==> src/rtl/alu_pkg.sv <==
// ---------------------------------------------------------------------------
// alu_pkg
// Shared definitions for the sequential ALU slice.
//
// Contents:
//   OP_*     3-bit opcode encodings driven on the ALU select input
//   state_t  control FSM states used by alu_seq
// ---------------------------------------------------------------------------
package alu_pkg;

    // Opcode encodings, matching the decoder's select field.
    localparam logic [2:0] OP_FWD = 3'b000;
    localparam logic [2:0] OP_ADD = 3'b001;
    localparam logic [2:0] OP_AND = 3'b010;
    localparam logic [2:0] OP_OR  = 3'b011;
    localparam logic [2:0] OP_SUB = 3'b100;
    localparam logic [2:0] OP_MUL = 3'b101;
    localparam logic [2:0] OP_SLL = 3'b110;
    localparam logic [2:0] OP_SRA = 3'b111;

    // IDLE: waiting for work.
    // EXEC: iterating a multi-cycle op.
    // FIN:  results just written, done pulse is high.
    typedef enum logic [1:0] {
        IDLE = 2'd0,
        EXEC = 2'd1,
        FIN  = 2'd2
    } state_t;

endpackage

==> src/rtl/alu_iter_unit.sv <==
// ---------------------------------------------------------------------------
// alu_iter_unit
// Iterative datapath for the multi-cycle ALU operations. It holds the
// shift-add multiplier registers and the one-bit-per-step shifter. The
// control FSM in alu_seq loads it once per operation and then steps it once
// per clock. The "next" outputs show the value the registers take on the
// coming step, so the FSM can capture the final result on the last step edge.
//
// Ports:
//   clk         clock, rising edge
//   rst_n       asynchronous active-low reset
//   load        capture operands (one cycle, on accept)
//   step        advance the multiplier and shifter by one step
//   op          opcode at load time; only SRA vs. SLL matters here
//   data1       multiplicand / shift source
//   data2       multiplier
//   mul_hi_nxt  product high half after the current step
//   mul_lo_nxt  product low half after the current step
//   sh_val_nxt  shift register value after the current step
//   sh_out_nxt  bit shifted out by the current step
// ---------------------------------------------------------------------------
module alu_iter_unit
    import alu_pkg::*;
#(
    parameter int WIDTH = 8
) (
    input  logic             clk,
    input  logic             rst_n,
    input  logic             load,
    input  logic             step,
    input  logic [2:0]       op,
    input  logic [WIDTH-1:0] data1,
    input  logic [WIDTH-1:0] data2,
    output logic [WIDTH-1:0] mul_hi_nxt,
    output logic [WIDTH-1:0] mul_lo_nxt,
    output logic [WIDTH-1:0] sh_val_nxt,
    output logic             sh_out_nxt
);

    logic [WIDTH-1:0] mcand;
    logic [WIDTH-1:0] acc_hi;
    logic [WIDTH-1:0] acc_lo;
    logic [WIDTH-1:0] sh_val;
    logic             sra_mode;
    logic [WIDTH:0]   addend;
    logic [WIDTH:0]   mul_sum;

    // Radix-2 shift-add multiply. {acc_hi, acc_lo} is the 2*WIDTH product
    // register. acc_lo starts as the multiplier, and its LSB decides whether
    // the multiplicand is added into the high half. The (WIDTH+1)-bit sum is
    // then shifted right by one. The sum's carry becomes the new top bit, and
    // the sum's LSB moves into the low half. After WIDTH steps the multiplier
    // has been fully shifted out and the register holds the product.
    always_comb begin
        addend     = acc_lo[0] ? {1'b0, mcand} : '0;
        mul_sum    = {1'b0, acc_hi} + addend;
        mul_hi_nxt = mul_sum[WIDTH:1];
        mul_lo_nxt = {mul_sum[0], acc_lo[WIDTH-1:1]};
    end

    // One-bit shifter. SRA copies the sign bit in from the left. SLL fills
    // with zero from the right. The bit that falls off the end is reported
    // so the last one can become the carry flag.
    always_comb begin
        if (sra_mode) begin
            sh_val_nxt = {sh_val[WIDTH-1], sh_val[WIDTH-1:1]};
            sh_out_nxt = sh_val[0];
        end else begin
            sh_val_nxt = {sh_val[WIDTH-2:0], 1'b0};
            sh_out_nxt = sh_val[WIDTH-1];
        end
    end

    // Operand capture on load, then one update per step. The multiplier and
    // the shifter both advance on every step. Only the datapath matching the
    // latched opcode is read back by the FSM.
    always_ff @(posedge clk or negedge rst_n) begin
        if (!rst_n) begin
            mcand    <= '0;
            acc_hi   <= '0;
            acc_lo   <= '0;
            sh_val   <= '0;
            sra_mode <= 1'b0;
        end else if (load) begin
            mcand    <= data1;
            acc_hi   <= '0;
            acc_lo   <= data2;
            sh_val   <= data1;
            sra_mode <= (op == OP_SRA);
        end else if (step) begin
            acc_hi   <= mul_hi_nxt;
            acc_lo   <= mul_lo_nxt;
            sh_val   <= sh_val_nxt;
        end
    end

endmodule

==> src/rtl/alu_seq.sv <==
// ---------------------------------------------------------------------------
// alu_seq
// Registered, parametrised ALU that sits between decode and writeback.
// It takes one operation per start handshake. FORWARD, ADD, AND, OR and SUB
// finish on the accepting edge. MUL, SLL and SRA iterate one step per clock
// in alu_iter_unit. On completion the result and flags are registered and
// done pulses for one cycle. The outputs then hold until the next completion.
//
// Ports:
//   clk        clock, rising edge
//   rst_n      asynchronous active-low reset (aborts any operation)
//   start      request; sampled only when busy is low
//   select     opcode (see alu_pkg)
//   data1      operand A / shift source
//   data2      operand B / unsigned shift amount
//   busy       high while a multi-cycle op is iterating
//   done       one-cycle pulse; results valid from this cycle
//   result     result (low half of the product for MUL)
//   result_hi  high half of the MUL product; 0 for other ops
//   zero       result == 0
//   carry      carry / borrow / last shifted-out bit / MUL high half nonzero
//   overflow   signed overflow for ADD/SUB, else 0
//   negative   result MSB
// ---------------------------------------------------------------------------
module alu_seq
    import alu_pkg::*;
#(
    parameter int WIDTH = 8,
    parameter int SHW   = $clog2(WIDTH) + 1
) (
    input  logic             clk,
    input  logic             rst_n,
    input  logic             start,
    input  logic [2:0]       select,
    input  logic [WIDTH-1:0] data1,
    input  logic [WIDTH-1:0] data2,
    output logic             busy,
    output logic             done,
    output logic [WIDTH-1:0] result,
    output logic [WIDTH-1:0] result_hi,
    output logic             zero,
    output logic             carry,
    output logic             overflow,
    output logic             negative
);

    state_t           state;
    state_t           state_nxt;
    logic [SHW-1:0]   count;
    logic [SHW-1:0]   steps;
    logic [2:0]       op_q;
    logic             accept;
    logic             step;
    logic             fin_single;
    logic             fin_iter;
    logic             wr_en;

    logic [WIDTH:0]   add_sum;
    logic [WIDTH:0]   sub_diff;
    logic [WIDTH-1:0] wr_res;
    logic [WIDTH-1:0] wr_hi;
    logic             wr_c;
    logic             wr_v;

    logic [WIDTH-1:0] mul_hi_nxt;
    logic [WIDTH-1:0] mul_lo_nxt;
    logic [WIDTH-1:0] sh_val_nxt;
    logic             sh_out_nxt;

    // Number of iteration steps for the opcode on the inputs. MUL always
    // takes WIDTH steps. Shift amounts are clamped at WIDTH, because further
    // steps could not change an all-zero or all-sign result. Every other
    // opcode takes zero steps and completes on the accepting edge.
    always_comb begin
        steps = '0;
        case (select)
            OP_MUL: steps = SHW'(WIDTH);
            OP_SLL,
            OP_SRA: begin
                if (data2 >= WIDTH'(WIDTH)) begin
                    steps = SHW'(WIDTH);
                end else begin
                    steps = data2[SHW-1:0];
                end
            end
            default: steps = '0;
        endcase
    end

    // Control FSM state register.
    always_ff @(posedge clk or negedge rst_n) begin
        if (!rst_n) begin
            state <= IDLE;
        end else begin
            state <= state_nxt;
        end
    end

    // Next-state and control decode. A request is accepted in IDLE and also
    // in FIN, so a new op can be issued in the same cycle the previous done
    // pulse is visible. While EXEC is active, start is ignored rather than
    // queued. The last step is the one where the counter still reads 1.
    always_comb begin
        state_nxt  = state;
        accept     = 1'b0;
        step       = 1'b0;
        fin_single = 1'b0;
        fin_iter   = 1'b0;
        case (state)
            IDLE,
            FIN: begin
                if (start) begin
                    accept = 1'b1;
                    if (steps == '0) begin
                        fin_single = 1'b1;
                        state_nxt  = FIN;
                    end else begin
                        state_nxt  = EXEC;
                    end
                end else begin
                    state_nxt = IDLE;
                end
            end
            EXEC: begin
                step = 1'b1;
                if (count == SHW'(1)) begin
                    fin_iter  = 1'b1;
                    state_nxt = FIN;
                end
            end
            default: state_nxt = IDLE;
        endcase
    end

    assign busy  = (state == EXEC);
    assign wr_en = fin_single | fin_iter;

    // Step counter and latched opcode. The counter is loaded with the step
    // count on accept and counts down once per EXEC edge.
    always_ff @(posedge clk or negedge rst_n) begin
        if (!rst_n) begin
            count <= '0;
            op_q  <= OP_FWD;
        end else if (accept) begin
            count <= steps;
            op_q  <= select;
        end else if (step) begin
            count <= count - SHW'(1);
        end
    end

    alu_iter_unit #(
        .WIDTH (WIDTH)
    ) u_iter (
        .clk        (clk),
        .rst_n      (rst_n),
        .load       (accept),
        .step       (step),
        .op         (select),
        .data1      (data1),
        .data2      (data2),
        .mul_hi_nxt (mul_hi_nxt),
        .mul_lo_nxt (mul_lo_nxt),
        .sh_val_nxt (sh_val_nxt),
        .sh_out_nxt (sh_out_nxt)
    );

    // Single-cycle arithmetic. The extra top bit gives the carry out for ADD
    // and the borrow for SUB, since a wrapped unsigned subtraction sets it.
    assign add_sum  = {1'b0, data1} + {1'b0, data2};
    assign sub_diff = {1'b0, data1} - {1'b0, data2};

    // Select the values written on completion. An iterative finish takes the
    // post-step values from the iteration unit, so the final step is
    // included. A single-cycle finish decodes the live inputs, because they
    // are accepted on this very edge. Zero-step shifts return data1
    // unchanged with no carry.
    always_comb begin
        wr_res = '0;
        wr_hi  = '0;
        wr_c   = 1'b0;
        wr_v   = 1'b0;
        if (fin_iter) begin
            case (op_q)
                OP_MUL: begin
                    wr_res = mul_lo_nxt;
                    wr_hi  = mul_hi_nxt;
                    wr_c   = |mul_hi_nxt;
                end
                default: begin
                    wr_res = sh_val_nxt;
                    wr_c   = sh_out_nxt;
                end
            endcase
        end else begin
            case (select)
                OP_FWD: wr_res = data2;
                OP_ADD: begin
                    wr_res = add_sum[WIDTH-1:0];
                    wr_c   = add_sum[WIDTH];
                    wr_v   = (data1[WIDTH-1] == data2[WIDTH-1]) &&
                             (add_sum[WIDTH-1] != data1[WIDTH-1]);
                end
                OP_AND: wr_res = data1 & data2;
                OP_OR:  wr_res = data1 | data2;
                OP_SUB: begin
                    wr_res = sub_diff[WIDTH-1:0];
                    wr_c   = sub_diff[WIDTH];
                    wr_v   = (data1[WIDTH-1] != data2[WIDTH-1]) &&
                             (sub_diff[WIDTH-1] != data1[WIDTH-1]);
                end
                default: wr_res = data1;
            endcase
        end
    end

    // Output registers. They change only on a completion edge, so they hold
    // through EXEC. done is high exactly on the cycle after a completion
    // edge. A reset clears them immediately, which also suppresses the done
    // pulse of an aborted operation.
    always_ff @(posedge clk or negedge rst_n) begin
        if (!rst_n) begin
            done      <= 1'b0;
            result    <= '0;
            result_hi <= '0;
            zero      <= 1'b0;
            carry     <= 1'b0;
            overflow  <= 1'b0;
            negative  <= 1'b0;
        end else begin
            done <= wr_en;
            if (wr_en) begin
                result    <= wr_res;
                result_hi <= wr_hi;
                zero      <= (wr_res == '0);
                carry     <= wr_c;
                overflow  <= wr_v;
                negative  <= wr_res[WIDTH-1];
            end
        end
    end

endmodule

==> config.mk <==
export PLATFORM = sky130hd
export DESIGN_NAME = alu_seq
export DESIGN_NICKNAME = d
export VERILOG_FILES = /design/src/rtl/alu_pkg.sv /design/src/rtl/alu_iter_unit.sv /design/src/rtl/alu_seq.sv
export SDC_FILE = /design/constraint.sdc
export NUM_CORES = 1
export LEC_CHECK = 0
export CAP_MARGIN = 20
export CORE_MARGIN = 2
export CORE_UTILIZATION = 53
export DETAILED_ROUTE_END_ITERATION = 10
export PLACE_DENSITY = 0.84
export SYNTH_ARGS = -nofsm -noshare
export SYNTH_HDL_FRONTEND = slang
export SYNTH_SLANG_ARGS = --single-unit
==> constraint.sdc <==
create_clock -name clk -period 2.55 [get_ports clk]
set_input_delay 0.3825 -clock clk [delete_from_list [all_inputs] [get_ports clk]]
set_output_delay 0.3825 -clock clk [all_outputs]
set_load 0.05 [all_outputs]
==> results.tsv, run 1 <==
metric	value	unit
HPWL Detailed	10200	µm
status	finished, violations left	
nets	728	
Gate Count Post-Synth	525	
Total Power	5.55	mW
Syn Nets	584	
global-route wire length before repair	22500	µm
R2R Path End	carry	
failing checks	negative setup slack	
DRT iter0 DRCs	437	
die width	96.4	µm
vias in the first global route	4750	
Commonest cells post-synth	nand2_1 (86), dfrtp_1 (62), ha_1 (34)	
Area Growth Syn to Fin	39.8	%
Pwr Density	877	nW/µm²
final setup vio count	1	
hold crit path type	input pin to async pin	
Worst-Skew Late Latency	350	ps
Req. time, crit path	2780	ps
pin count of the biggest net entering global routing	37	
CORE AREA	8260	µm²
Synth warnings	0	
Post-synth EDFFs	0	
number of port buffers	43	
hold_buf cts	0	
sequential element share of the synthesized area	34.3	%
count leader, synth	nand2_1	
Final Util	76.7	%
Worst EP arrival	2960	ps
gp weighted congestion	0.956	
clk sink count	62	
top post-synthesis cells by area	dfrtp_1 (34%), ha_1 (9.4%), nand2_1 (7.1%), o21ai_0 (3.5%), mux2i_1 (2.7%)	
endpoints failing hold	0	
FF-to-FF setup slack	-170	ps
via-per-instance ratio	6.12	
Reg2Reg Depth	11	
Mean Syn Cell Area	8.62	µm²
first drt pass iteration count	5	
final worst setup slack	-171	ps
Synth area leader	dfrtp_1	
Antenna Nets Post-Route	0	
achievable clock frequency	0.368	GHz
total CTS buffers	9	
Post-Route WL	14200	µm
clock buffer depth	2	
post-synthesis instance area	4530	µm²
startpoint types	flip-flop	
worst vdd ir	0.347	mV
root buffer cell	clkbuf_8	
Initial Util	54.8	%
count of cell types in the netlist	64	
Synth top area share	34.3	%
Design Area, Final	6330	µm²
Setup CP Type	flip-flop to flip-flop	
RSZ-0062 raised after global routing	yes	
routed length per instance	18.3	µm
GR Util All Layers	31.7	%
DIE HEIGHT	96.4	µm
H-Tree Depth	3	
CTS tree	built	
Async S/R FF share, synth	100	%
static leakage	2.99	nW
initial antenna violation count	0	
Seq cells post-synth	62	
# rows	33	
period utilisation layout	107	%
clock transition at the registers of the reported paths	70	ps
Min Hold Slack	56.3	ps
Final Slew Violations	0	
DR DRC count	0	
Reg-to-Reg Start	u_iter.acc_lo[0]	
Least-Margin Pin Slew	652	ps
antenna diode count	0	
io pins	44	
clock skew	11.8	ps
via count	4762	
max-cap violation count	0	
layout cells sized above 1	29.9	%
CP Max Fanout	4	
Final min period	2720	ps
Critical Path End Type	flip-flop	
slew margin rel.	56.6	%
placed cell area	5830	µm²
GR Overflow Total	0	
die footprint	9300	µm²
ys flop type	dfrtp_1	
[worst max path at each step]
| stage | from | depth (start not counted) | end |
|---|---|---|---|
| finish | u_iter.acc_lo[0] | 11 | carry |
| global route | u_iter.acc_lo[0] | 11 | carry |
| CTS | u_iter.acc_lo[0] | 11 | carry |
| detailed placement | data2[2] | 11 | zero |
| global placement | data2[4] | 10 | zero |
| floorplan | u_iter.acc_lo[0] | 11 | carry |
[registers in the layout, summed over array words and instances (netlist names)]
name             cells
carry                1
overflow             1
u_iter.sh_val        8
count                4
u_iter.mcand         8
result               8
u_iter.acc_lo        8
u_iter.acc_hi        8
u_iter.sra_mode      1
done                 1
op_q                 3
result_hi            8
zero                 1
state                2
[worst max-delay path, stage by stage (launching register included)]
cell	delay, ps
dfrtp_1	430
and2_4	190
ha_4	160
inv_2	50
fa_2	200
nor2b_2	50
o31a_1	290
nor2_1	130
o21bai_1	80
a21o_1	180
or4_4	540
a221o_1	310
[per-stage QoR]
| stage | std cells | worst slack [ps] | setup TNS (ps) |
|---|---|---|---|
| after detailed placement | 755 | -617 | -3970 |
| after global placement | 755 | -516 | -3360 |
| after CTS | 775 | -216 | -216 |
| final | 778 | -171 | -171 |
| after global routing | 778 | -281 | -398 |
| after floorplan | 525 | -14.9 | -14.9 |
[cell usage in the layout, fill, tap and decap left out, types with 4 or more instances in the layout]
cell type and instances:
nor2b_1 4, clkbuf_8 10, dfrtp_1 62, xnor2_1 6, o21bai_1 6, o21ai_1 4, a22o_1 12, o22ai_1 6
dlygate4sd2_1 10, clkdlybuf4s50_1 31, a22oi_1 16, ha_4 10, a211oi_1 5, buf_4 120, inv_1 22, o21ai_0 30
mux2_2 8, nand2_1 85, inv_2 11, o221ai_1 4, xor2_1 4, o21a_1 7, mux2i_1 12, nor2_1 28
nand3_1 10, nand3b_1 6, ha_1 21, and2_1 6, a21oi_1 15, nor3_1 13
[layer usage]
layer	wire [µm]	track usage (%)	share of wire, %	vias up
li1	-	-	-	2163
met1	5510	37.4	39	2292
met2	7020	54.2	49	244
met3	978	5.35	6.9	63
met4	718	18.5	5.0	0
met5	0	0	0	-
[area by class of cell]
| type | instances | area (µm²) |
|---|---|---|
| fillers | 564 | 1930 |
| clock buffers | 11 | 141 |
| clock inverters | 4 | 47.5 |
| repair buffers | 165 | 1360 |
| inverters | 33 | 124 |
| flip-flops and latches | 62 | 1550 |
| multi-input cells | 398 | 2980 |
| well taps | 105 | 131 |
[power breakdown]
part / internal, mW / switching, mW
combinational: 1.34 / 1.69
clock: 0.469 / 0.388
sequential: 1.36 / 0.296
[logic make-up after synthesis]
| logic type | Yosys count | share of synthesized area, % |
|---|---|---|
| AND/OR/NAND/NOR | 181 | 18.8 |
| AO/OA/AOI/OAI | 147 | 23.1 |
| buffers and inverters | 65 | 5.89 |
| flip-flops | 62 | 34.3 |
| adder cells (fa/ha/maj) | 37 | 10.7 |
| multiplexers | 22 | 5.14 |
| XOR/XNOR | 11 | 2.13 |
[timing repair]
item / in CTS / in global routing
setup endpoints to repair: 6 / 4
buffers inserted: 5 / 3
pin swaps: 26 / 9
resized for setup: 51 / 15
cloned: 0 / 0
No activity file was read; power rests on OpenSTA's default activity.
==> run 2, diff against run 1 <==
MAX_ROUTING_LAYER = met4   (was not set)
==> run 2 against run 1 <==
Net effect: the flow still finishes with violations (negative setup slack); largest cell class unchanged; clock skew down 1.7 ps; critical path type unchanged; critical endpoint unchanged; setup slack worse by 30 ps; cell area up 2.1%; maximum frequency down 1.1%; clock power up 3.4%; wire length up 5.5%; worst hold slack about the same.
==> results.tsv, run 2 (synthesis gave the netlist of run 1 again) <==
metric	value	unit
fin cells	776	
hold_buf cts	0	
GR Overflow Total	0	
routed length per instance	19.3	µm
Total Power	5.68	mW
Worst EP arrival	2980	ps
Req. time, crit path	2780	ps
DRT iter0 DRCs	614	
H-Tree Depth	3	
io pins	44	
final setup vio count	1	
GR Util All Layers	32.5	%
CTS tree	built	
gp weighted congestion	0.978	
die footprint	9300	µm²
clk sink count	62	
CP Max Fanout	6	
via count	4774	
clock buffer depth	2	
max-cap violation count	0	
via-per-instance ratio	6.15	
initial antenna violation count	0	
final worst setup slack	-201	ps
worst vdd ir	0.407	mV
CP cell instances	buf_6, and2_4, ha_4, nand3_2, o211ai_1, nor2_1, o21bai_1, xor2_1, or4_4, a221o_1	
status	finished, violations left	
most common cell after layout, fill and taps aside	buf_4	
endpoints failing hold	0	
CORE AREA	8260	µm²
RSZ-0062 raised after global routing	yes	
# rows	33	
DIE HEIGHT	96.4	µm
Antenna Nets Post-Route	0	
pin count of the biggest net entering global routing	37	
achievable clock frequency	0.364	GHz
DR DRC count	0	
Critical Path End Type	flip-flop	
slew margin rel.	56.2	%
Design Area, Final	6460	µm²
layout cells sized above 1	31.0	%
Final Slew Violations	0	
Post-Route WL	15000	µm
Pwr Density	878	nW/µm²
total CTS buffers	9	
nets	726	
vias in the first global route	4624	
Area Growth Syn to Fin	42.7	%
Placed Cells	753	
slowest CP cell	or4_4	
placed cell area	5830	µm²
Final Util	78.2	%
hold crit path type	input pin to async pin	
clock transition at the registers of the reported paths	70	ps
HPWL Detailed	10200	µm
clock skew	10.1	ps
first drt pass iteration count	8	
startpoint types	flip-flop	
Least-Margin Pin Slew	658	ps
Initial Util	54.8	%
commonest cells after routing, fill and taps aside	buf_4 (114), nand2_1 (85), dfrtp_1 (62), clkdlybuf4s50_1 (30), o21ai_0 (29)	
failing checks	negative setup slack	
Worst-Skew Late Latency	350	ps
number of port buffers	43	
root buffer cell	clkbuf_8	
period utilisation layout	108	%
antenna diode count	0	
Final min period	2750	ps
static leakage	3.10	nW
die width	96.4	µm
Setup CP Type	flip-flop to flip-flop	
crit-path max cell delay	530	ps
Fill cells	503	
global-route wire length before repair	22300	µm
## run 2: what timing repair did
item                       in CTS  in global routing
pin swaps                      10                 29
gates resized for setup        20                 64
setup endpoints to repair       5                  8
buffers inserted                4                  4
## run 2: metal layers
metal  vias to the layer above  routed length, µm  global-route usage (%)
met1                      2283               5530                    38.4
li1                       2159                  -                       -
met2                       278               7600                    54.6
met3                        54               1240                    6.21
met4                         0                631                    13.4
met5                         -                  0                       -
## run 2: report_power, final
group,internal [mW],switching (mW)
Clock,0.500,0.387
Sequential,1.36,0.311
Combinational,1.38,1.74
Total,3.24,2.44
## run 2: area by class of cell
type,instances,area (µm²),area share (%)
multi-input combinational,398,3050,47.2
sequential,62,1550,24.0
timing repair buffer,163,1400,21.7
clock buffer,12,155,2.40
tap,105,131,2.03
inverter,33,124,1.92
clock inverter,3,43.8,0.678
## run 2: final timing paths
check / startpoint / to / slack [ps] / cells after the start
worst min-delay path: rst_n / result_hi[1] / 60 / 1
worst max register to register: u_iter.acc_lo[0] / carry / -200 / 10
min in group clk: data1[4] / u_iter.mcand[4] / 470 / 4
max in group asynchronous: rst_n / u_iter.mcand[0] / 1880 / 2
worst max-delay path: u_iter.acc_lo[0] / carry / -200 / 10
worst min register to register: u_iter.mcand[7] / u_iter.mcand[7] / 480 / 2
## run 2: stage by stage
| step | setup slack, ps | setup TNS (ps) | hold WS [ps] |
|---|---|---|---|
| CTS | -156 | -346 | 69.8 |
| global placement | -523 | -3350 | 439 |
| floorplan | -14.9 | -14.9 | 86.9 |
| detailed placement | -642 | -4080 | 450 |
| global route | -267 | -270 | 91.1 |
| finish | -201 | -201 | 56.7 |
## run 2: worst max-delay path, delay by kind of cell, from the launching register on
family | cells | cell delay [ps]
xor+xnor | 1 | 120
buf+inv | 1 | 150
simple gates | 4 | 850
flops | 1 | 420
fa+ha+maj | 1 | 290
compound gates | 3 | 800
